### config.mk
export PLATFORM = sky130hd
export DESIGN_NAME = dmem_arbiter
export DESIGN_NICKNAME = d
export VERILOG_FILES = /design/src/rtl/dmem_arb_pkg.sv /design/src/rtl/ps2_wr_buffer.sv /design/src/rtl/dmem_arbiter.sv
export SDC_FILE = /design/constraint.sdc
export NUM_CORES = 1
export LEC_CHECK = 0
export BUFFER_PORTS_ARGS = -buffer_cell sky130_fd_sc_hd__buf_2
export CORE_MARGIN = 1.5
export CORE_UTILIZATION = 45
export DETAILED_ROUTE_END_ITERATION = 10
export PLACE_DENSITY = 0.85
export SYNTH_ARGS = -nofsm -noshare
export SYNTH_HDL_FRONTEND = slang
export SYNTH_SLANG_ARGS = --single-unit
### constraint.sdc
create_clock -name clk -period 4.57 [get_ports clk]
set_input_delay 0.2285 -clock clk [delete_from_list [all_inputs] [get_ports clk]]
set_output_delay 0.2285 -clock clk [all_outputs]
set_load 0.01 [all_outputs]
### src/rtl/dmem_arb_pkg.sv
// Shared types and default constants for the data-RAM arbiter.
package dmem_arb_pkg;

  typedef enum logic [1:0] {GNT_IDLE, GNT_CPU, GNT_PS2, GNT_VGA} grant_t;

  localparam int PS2_WORD       = 62;
  localparam int VGA_WORD       = 63;
  localparam int STARVE_MAX_DEF = 4;

endpackage

### src/rtl/ps2_wr_buffer.sv
// One-entry valid/ready holding register for PS/2 scancodes awaiting a RAM slot.
module ps2_wr_buffer #(
  parameter int M = 32
) (
  input  logic         clk,
  input  logic         rst,
  input  logic         wr_valid_i,
  input  logic [M-1:0] wr_data_i,
  output logic         wr_ready_o,
  input  logic         drain_i,
  output logic         full_o,
  output logic [M-1:0] data_o
);

  logic         full_q, full_d;
  logic         ready_q;
  logic [M-1:0] data_q;
  logic         accept;

  // ready is a registered copy of !full, so an offer in the drain cycle is refused
  assign accept = wr_valid_i && ready_q;

  always_comb begin
    full_d = full_q;
    if (drain_i)     full_d = 1'b0;
    else if (accept) full_d = 1'b1;
  end

  always_ff @(posedge clk) begin
    if (rst) begin
      full_q  <= 1'b0;
      ready_q <= 1'b0;
      data_q  <= '0;
    end else begin
      full_q  <= full_d;
      ready_q <= !full_d;
      if (accept) data_q <= wr_data_i;
    end
  end

  assign wr_ready_o = ready_q;
  assign full_o     = full_q;
  assign data_o     = data_q;

endmodule

### src/rtl/dmem_arbiter.sv
// Serializes CPU, PS/2 writer and VGA reader onto the single data-RAM port.
// CPU has priority, bounded by a starvation counter; PS/2 and VGA alternate.
module dmem_arbiter
  import dmem_arb_pkg::*;
#(
  parameter int M          = 32,
  parameter int AW         = 6,
  parameter int PS2_ADDR   = PS2_WORD,
  parameter int VGA_ADDR   = VGA_WORD,
  parameter int STARVE_MAX = STARVE_MAX_DEF
) (
  input  logic          clk,
  input  logic          rst,
  input  logic          cpu_req,
  input  logic          cpu_we,
  input  logic [M-1:0]  cpu_a,
  input  logic [M-1:0]  cpu_wd,
  output logic [M-1:0]  cpu_rd,
  output logic          cpu_stall,
  input  logic          ps2_valid,
  input  logic [M-1:0]  ps2_data,
  output logic          ps2_ready,
  input  logic          vga_req,
  output logic [M-1:0]  vga_rd,
  output logic          vga_valid,
  output logic          mem_we,
  output logic [AW-1:0] mem_addr,
  output logic [M-1:0]  mem_wd,
  input  logic [M-1:0]  mem_rd
);

  localparam int          SW         = $clog2(STARVE_MAX + 1);
  localparam logic [SW-1:0] STARVE_LIM = SW'(STARVE_MAX);

  grant_t          state_q, state_d;
  grant_t          last_side_q, last_side_d;
  logic [SW-1:0]   starve_q, starve_d;
  logic            vga_pend_q, vga_pend_d;
  logic            vga_valid_q;
  logic [M-1:0]    vga_rd_q;
  logic            buf_full;
  logic [M-1:0]    buf_data;
  logic            other_pend;
  logic            unused_cpu_a_bits;

  assign unused_cpu_a_bits = ^{cpu_a[M-1:AW+2], cpu_a[1:0]};

  ps2_wr_buffer #(.M(M)) u_ps2_buf (
    .clk        (clk),
    .rst        (rst),
    .wr_valid_i (ps2_valid),
    .wr_data_i  (ps2_data),
    .wr_ready_o (ps2_ready),
    .drain_i    (state_d == GNT_PS2),
    .full_o     (buf_full),
    .data_o     (buf_data)
  );

  assign other_pend = buf_full || vga_pend_q;

  // last_side_d folds in the previous cycle's grant so round-robin sees it immediately
  always_comb begin
    state_d     = GNT_IDLE;
    last_side_d = (state_q == GNT_PS2 || state_q == GNT_VGA) ? state_q : last_side_q;
    if (rst)                                  state_d = GNT_IDLE;
    else if (cpu_req && starve_q < STARVE_LIM) state_d = GNT_CPU;
    else if (buf_full && vga_pend_q)          state_d = (last_side_d == GNT_VGA) ? GNT_PS2 : GNT_VGA;
    else if (buf_full)                        state_d = GNT_PS2;
    else if (vga_pend_q)                      state_d = GNT_VGA;
    else if (cpu_req)                         state_d = GNT_CPU;
  end

  always_comb begin
    starve_d = starve_q;
    if (state_d == GNT_PS2 || state_d == GNT_VGA || !other_pend) starve_d = '0;
    else if (state_d == GNT_CPU && starve_q < STARVE_LIM)         starve_d = starve_q + SW'(1);
    vga_pend_d = (vga_pend_q && state_d != GNT_VGA) || vga_req;
  end

  always_comb begin
    mem_we   = 1'b0;
    mem_addr = '0;
    mem_wd   = '0;
    case (state_d)
      GNT_CPU: begin
        mem_we   = cpu_we;
        mem_addr = cpu_a[AW+1:2];
        mem_wd   = cpu_wd;
      end
      GNT_PS2: begin
        mem_we   = 1'b1;
        mem_addr = AW'(PS2_ADDR);
        mem_wd   = buf_data;
      end
      GNT_VGA: mem_addr = AW'(VGA_ADDR);
      default: ;
    endcase
  end

  always_ff @(posedge clk) begin
    if (rst) begin
      state_q     <= GNT_IDLE;
      last_side_q <= GNT_VGA;
      starve_q    <= '0;
      vga_pend_q  <= 1'b0;
      vga_valid_q <= 1'b0;
      vga_rd_q    <= '0;
    end else begin
      state_q     <= state_d;
      last_side_q <= last_side_d;
      starve_q    <= starve_d;
      vga_pend_q  <= vga_pend_d;
      vga_valid_q <= (state_d == GNT_VGA);
      if (state_d == GNT_VGA) vga_rd_q <= mem_rd;
    end
  end

  assign cpu_rd    = mem_rd;
  assign cpu_stall = cpu_req && (state_d != GNT_CPU) && !rst;
  assign vga_rd    = vga_rd_q;
  assign vga_valid = vga_valid_q;

endmodule

==> results <==
- The worst setup path is of the flop to output port kind.
- The filler cell count in the final layout is 704.
- The final antenna-violating net count is 0.
- The power density over the cells is 339.3 nW/µm².
- The final weighted congestion in routability-driven placement is 0.8088.
- The count of buffers added on input and output ports is 213.
- The clock-pin slew of the registers on the worst-case setup and hold paths is 0.07 ns.
- The pre-antenna-repair detailed-routing pass consisted of 5 iterations.
- Global routing used 19.66% of the available tracks across all layers.
- The highest clock rate is 0.3146 GHz.
- The number of buffers added by the clock tree synthesis step is 9.
- STA classifies the critical path startpoint as a flop.
- The worst-margin pin slew is 1.275 ns.
- After detailed routing, the number of remaining DRC violations is 0.
- The synthesized area is 3611 µm².
- The number of slew-limit violations in the final report is 0.
- The via total after detailed routing is 3,408.
- The final period utilization is 69.56%.
- The final net count is 721.
- The maximum root-to-sink buffer count is 2.
- The first global-routing pass estimated 13,630 µm of wire.
- The worst register-to-register path has a depth of 7.
- The later pin in the worst-skew pair is clocked with a latency of 0.34 ns.
- Each instance of the synthesized netlist takes up on average 8.659 µm².
- The boundary pin count is 240.
- The library cells used most frequently in the layout, excluding fill and tap cells, are sky130_fd_sc_hd__buf_2, sky130_fd_sc_hd__dfxtp_1, sky130_fd_sc_hd__nand2_1.
- Traced cell by cell, the critical path runs through o21bai_1 > a21oi_1 > a31o_2 > ha_1 > buf_4 > nand2_1 > a21oi_1 > buf_2.
- Summed over all nets, the half-perimeter wirelength after detailed placement is 6342 µm.
- The number of sinks driven by the clock tree is 75.
- The number of antenna violations at the first check in global routing came to 0.
- The launch point of the worst hold path is vga_req.
- The endpoint kind of the worst setup timing path is an output port.
- The die height is 92.58 µm.
- The number of antenna diodes in the final layout is 0.
- For the worst setup path, the data required time is 4.34 ns.
- After the flow finishes, the layout carries non-filler instances totaling 687.
- Post-CTS repair changed the size of 0 cells.
- The clock period minus worst slack is 3.179 ns.
- The leakage power is 2.153 nW.
- The number of H-tree branching levels is 3.
- The die boundary width is 92.58 µm.
- The leading cell type in the layout, fill and taps excluded is sky130_fd_sc_hd__buf_2.
- The startpoint identified for the worst register-to-register timing path is vga_pend_q.
- The maximum fanout along the worst path is 36.
- For this run, the register share of the synthesized area comes to 41.58%.
- Dividing the detail-routed via count by the number of cells gives 4.961.
- The net count after synthesis is 557.
- Clock skew on the completed layout was measured at 0.009626 ns.
- The area growth from synthesis to final layout is 28.03%.
- The detailed-route wire length is 8655 µm.
- In this run the tightest slew margin relative to its limit is 14.98%.
- The summed area of non-filler cells in the final layout is 4623 µm².
- The slowest cell on the critical path is sky130_fd_sc_hd__ha_1.
- The effective utilization at floorplan is 46.49%.
- The number of global-route vias before repair came to 3,189.
- The largest stage delay on the critical path is 1.01 ns.
- The total overflow left after global routing is 0.
- The flow ran to the end, and the final reports show no timing, DRC or antenna violations.
- The number of setup buffers added after CTS is 0.
- The total of max-cap violations is 0.
- The worst register-to-register path ends at starve_q[1].
- The root buffer cell chosen for the clock tree is sky130_fd_sc_hd__clkbuf_8.
- The endpoint of the worst hold-timing path is vga_pend_q.
- The floorplan has 32 rows.
- In this run the register-to-register setup slack is 1.94 ns.
- For this run, the number of Yosys warnings is 0.
- The cell area reported after detailed placement is 4374 µm².
- In the final layout, the share of cells above drive strength 1 is 41.88%.
- Setup repair after global routing left no endpoint under its margin.
- After detailed placement, the design holds a cell count of 672.
- Entering global routing, the biggest net connects 71 pins.
- The flip-flop and latch count after synthesis is 75.
- Grouping stages by cell kind, the critical path spends the most delay in adder cells.
- At the worst endpoint, the arrival time is 2.95 ns.
- The kind of path behind the tightest hold check is input port to flop.
- The number of endpoints with negative hold slack in the final report is 0.
- The synthesized instance count is 417.
- Setup violations remaining at the end of the flow were counted as 0.
- By instance count, the cell type seen most on the critical path is sky130_fd_sc_hd__a21oi_1.
- Buffers inserted to repair hold after CTS numbered 0.
- TritonCTS built the clock tree.
- The combined buffer and inverter count along the critical path is 2.
- The floorplan step defined a core boundary enclosing 7767 µm².
- The accumulated negative setup slack is 0 ns.
- In this run, the number of DRC markers left after iteration 0 of detailed routing was 108.
- The die outline area is 8571 µm².
- The number of distinct library cells after synthesis is 29.
- The average wire per cell in the routed design is 12.60 µm.
- The worst-case IR drop observed on VDD is 165.5 µV.
- The number of stages on the worst hold path is 3.
sequential cells by signal, summed over array words and instances, names as in the netlist:
name and cells:
u_ps2_buf.full_o 1, vga_rd 32, starve_q 3, u_ps2_buf.wr_ready_o 1, u_ps2_buf.data_o 32, vga_valid 1
vga_pend_q 1, state_q 2, last_side_q 2
power breakdown:
part	internal (mW)	switching (mW)
clock network	0.390	0.229
logic	0.119	0.139
registers	0.678	0.0142
total	1.19	0.382
through the flow:
stage               power (mW)  setup slack, ns  hold slack, ns  util, %
floorplan               0.8836            2.706          0.3459        -
global placement        0.9561            1.916          0.4273    56.31
detailed placement      0.9653            1.781          0.4330    56.31
CTS                      1.586            1.351         0.08814    59.52
global route             1.642            1.104          0.1075    59.52
finish                   1.569            1.391          0.1070    59.52
worst min-delay path, delay by kind of cell:
family,cells,cell delay (ns)
AOI/OAI and AO/OA,1,0.03
buffers and inverters,1,0.07
and+or+nand+nor,1,0.07
area by class of cell:
cell class	instances	area [µm²]	share of cell area, %
Sequential cell	75	1501	32.48
Tap cell	102	127.6	2.760
Timing Repair Buffer	216	1089	23.55
Inverter	3	11.26	0.2436
Clock buffer	11	151.4	3.275
Clock inverter	4	97.59	2.111
Multi-Input combinational cell	276	1645	35.59
Yosys cell counts:
| master | n | area [µm²] |
|---|---|---|
| sky130_fd_sc_hd__xnor2_1 | 1 | 8.760 |
| sky130_fd_sc_hd__mux2i_1 | 33 | 330.3 |
| sky130_fd_sc_hd__nand2_1 | 71 | 266.5 |
| sky130_fd_sc_hd__nor2_2 | 1 | 6.260 |
| sky130_fd_sc_hd__o21ba_2 | 1 | 10.01 |
| sky130_fd_sc_hd__ha_1 | 6 | 75.07 |
| sky130_fd_sc_hd__buf_2 | 16 | 80.08 |
| sky130_fd_sc_hd__clkbuf_1 | 4 | 15.01 |
| sky130_fd_sc_hd__a22oi_1 | 32 | 240.2 |
| sky130_fd_sc_hd__buf_6 | 4 | 45.04 |
| sky130_fd_sc_hd__nand3b_1 | 1 | 7.510 |
| sky130_fd_sc_hd__or3_1 | 1 | 6.260 |
| sky130_fd_sc_hd__a31o_2 | 2 | 17.52 |
| sky130_fd_sc_hd__and2_1 | 3 | 18.77 |
| sky130_fd_sc_hd__nor3_1 | 1 | 5.000 |
| sky130_fd_sc_hd__a21oi_1 | 35 | 175.2 |
| sky130_fd_sc_hd__o21bai_1 | 1 | 7.510 |
| sky130_fd_sc_hd__buf_8 | 3 | 45.04 |
| sky130_fd_sc_hd__and2b_1 | 1 | 7.510 |
| sky130_fd_sc_hd__a31oi_1 | 1 | 6.260 |
| sky130_fd_sc_hd__nor3b_1 | 1 | 7.510 |
| sky130_fd_sc_hd__nor2_1 | 40 | 150.1 |
| sky130_fd_sc_hd__buf_4 | 36 | 270.3 |
| sky130_fd_sc_hd__nand2b_1 | 1 | 6.260 |
| sky130_fd_sc_hd__nor2b_1 | 33 | 206.5 |
| sky130_fd_sc_hd__inv_1 | 3 | 11.26 |
| sky130_fd_sc_hd__dfxtp_1 | 75 | 1501 |
| sky130_fd_sc_hd__o21ai_0 | 1 | 5.000 |
| sky130_fd_sc_hd__a21oi_2 | 9 | 78.83 |
metal layers:
| layer | wire [µm] | global-route usage [%] |
|---|---|---|
| met4 | 181 | 8.974 |
| met3 | 512 | 4.105 |
| met2 | 4522 | 36.40 |
| met1 | 3437 | 21.21 |
| met5 | 0 | 0 |
how the worst max path moves through the flow:
stage | slack (ns) | end | from | cells past startpoint
6_report | 1.39 | mem_addr[2] | vga_pend_q | 8
4_1_cts | 1.35 | mem_addr[4] | vga_pend_q | 8
3_5_place_dp | 1.78 | mem_addr[4] | vga_pend_q | 8
2_1_floorplan | 2.71 | cpu_stall | rst | 8
3_3_place_gp | 1.92 | mem_addr[1] | vga_pend_q | 8
5_1_grt | 1.10 | mem_addr[5] | vga_pend_q | 8
cell families (layout without fill, tap and decap cells):
family	count (synthesis)	in the layout	synth area share, %
xor gates and xnor gates	1	1	0.2426
and+or+nand+nor	154	154	19.06
buffers and inverters	66	234	12.92
adders and majority gates	6	6	2.079
AOI/OAI and AO/OA	82	82	14.97
DFF	75	75	41.58
muxes	33	33	9.148
Power figures use the tool's default switching activity.
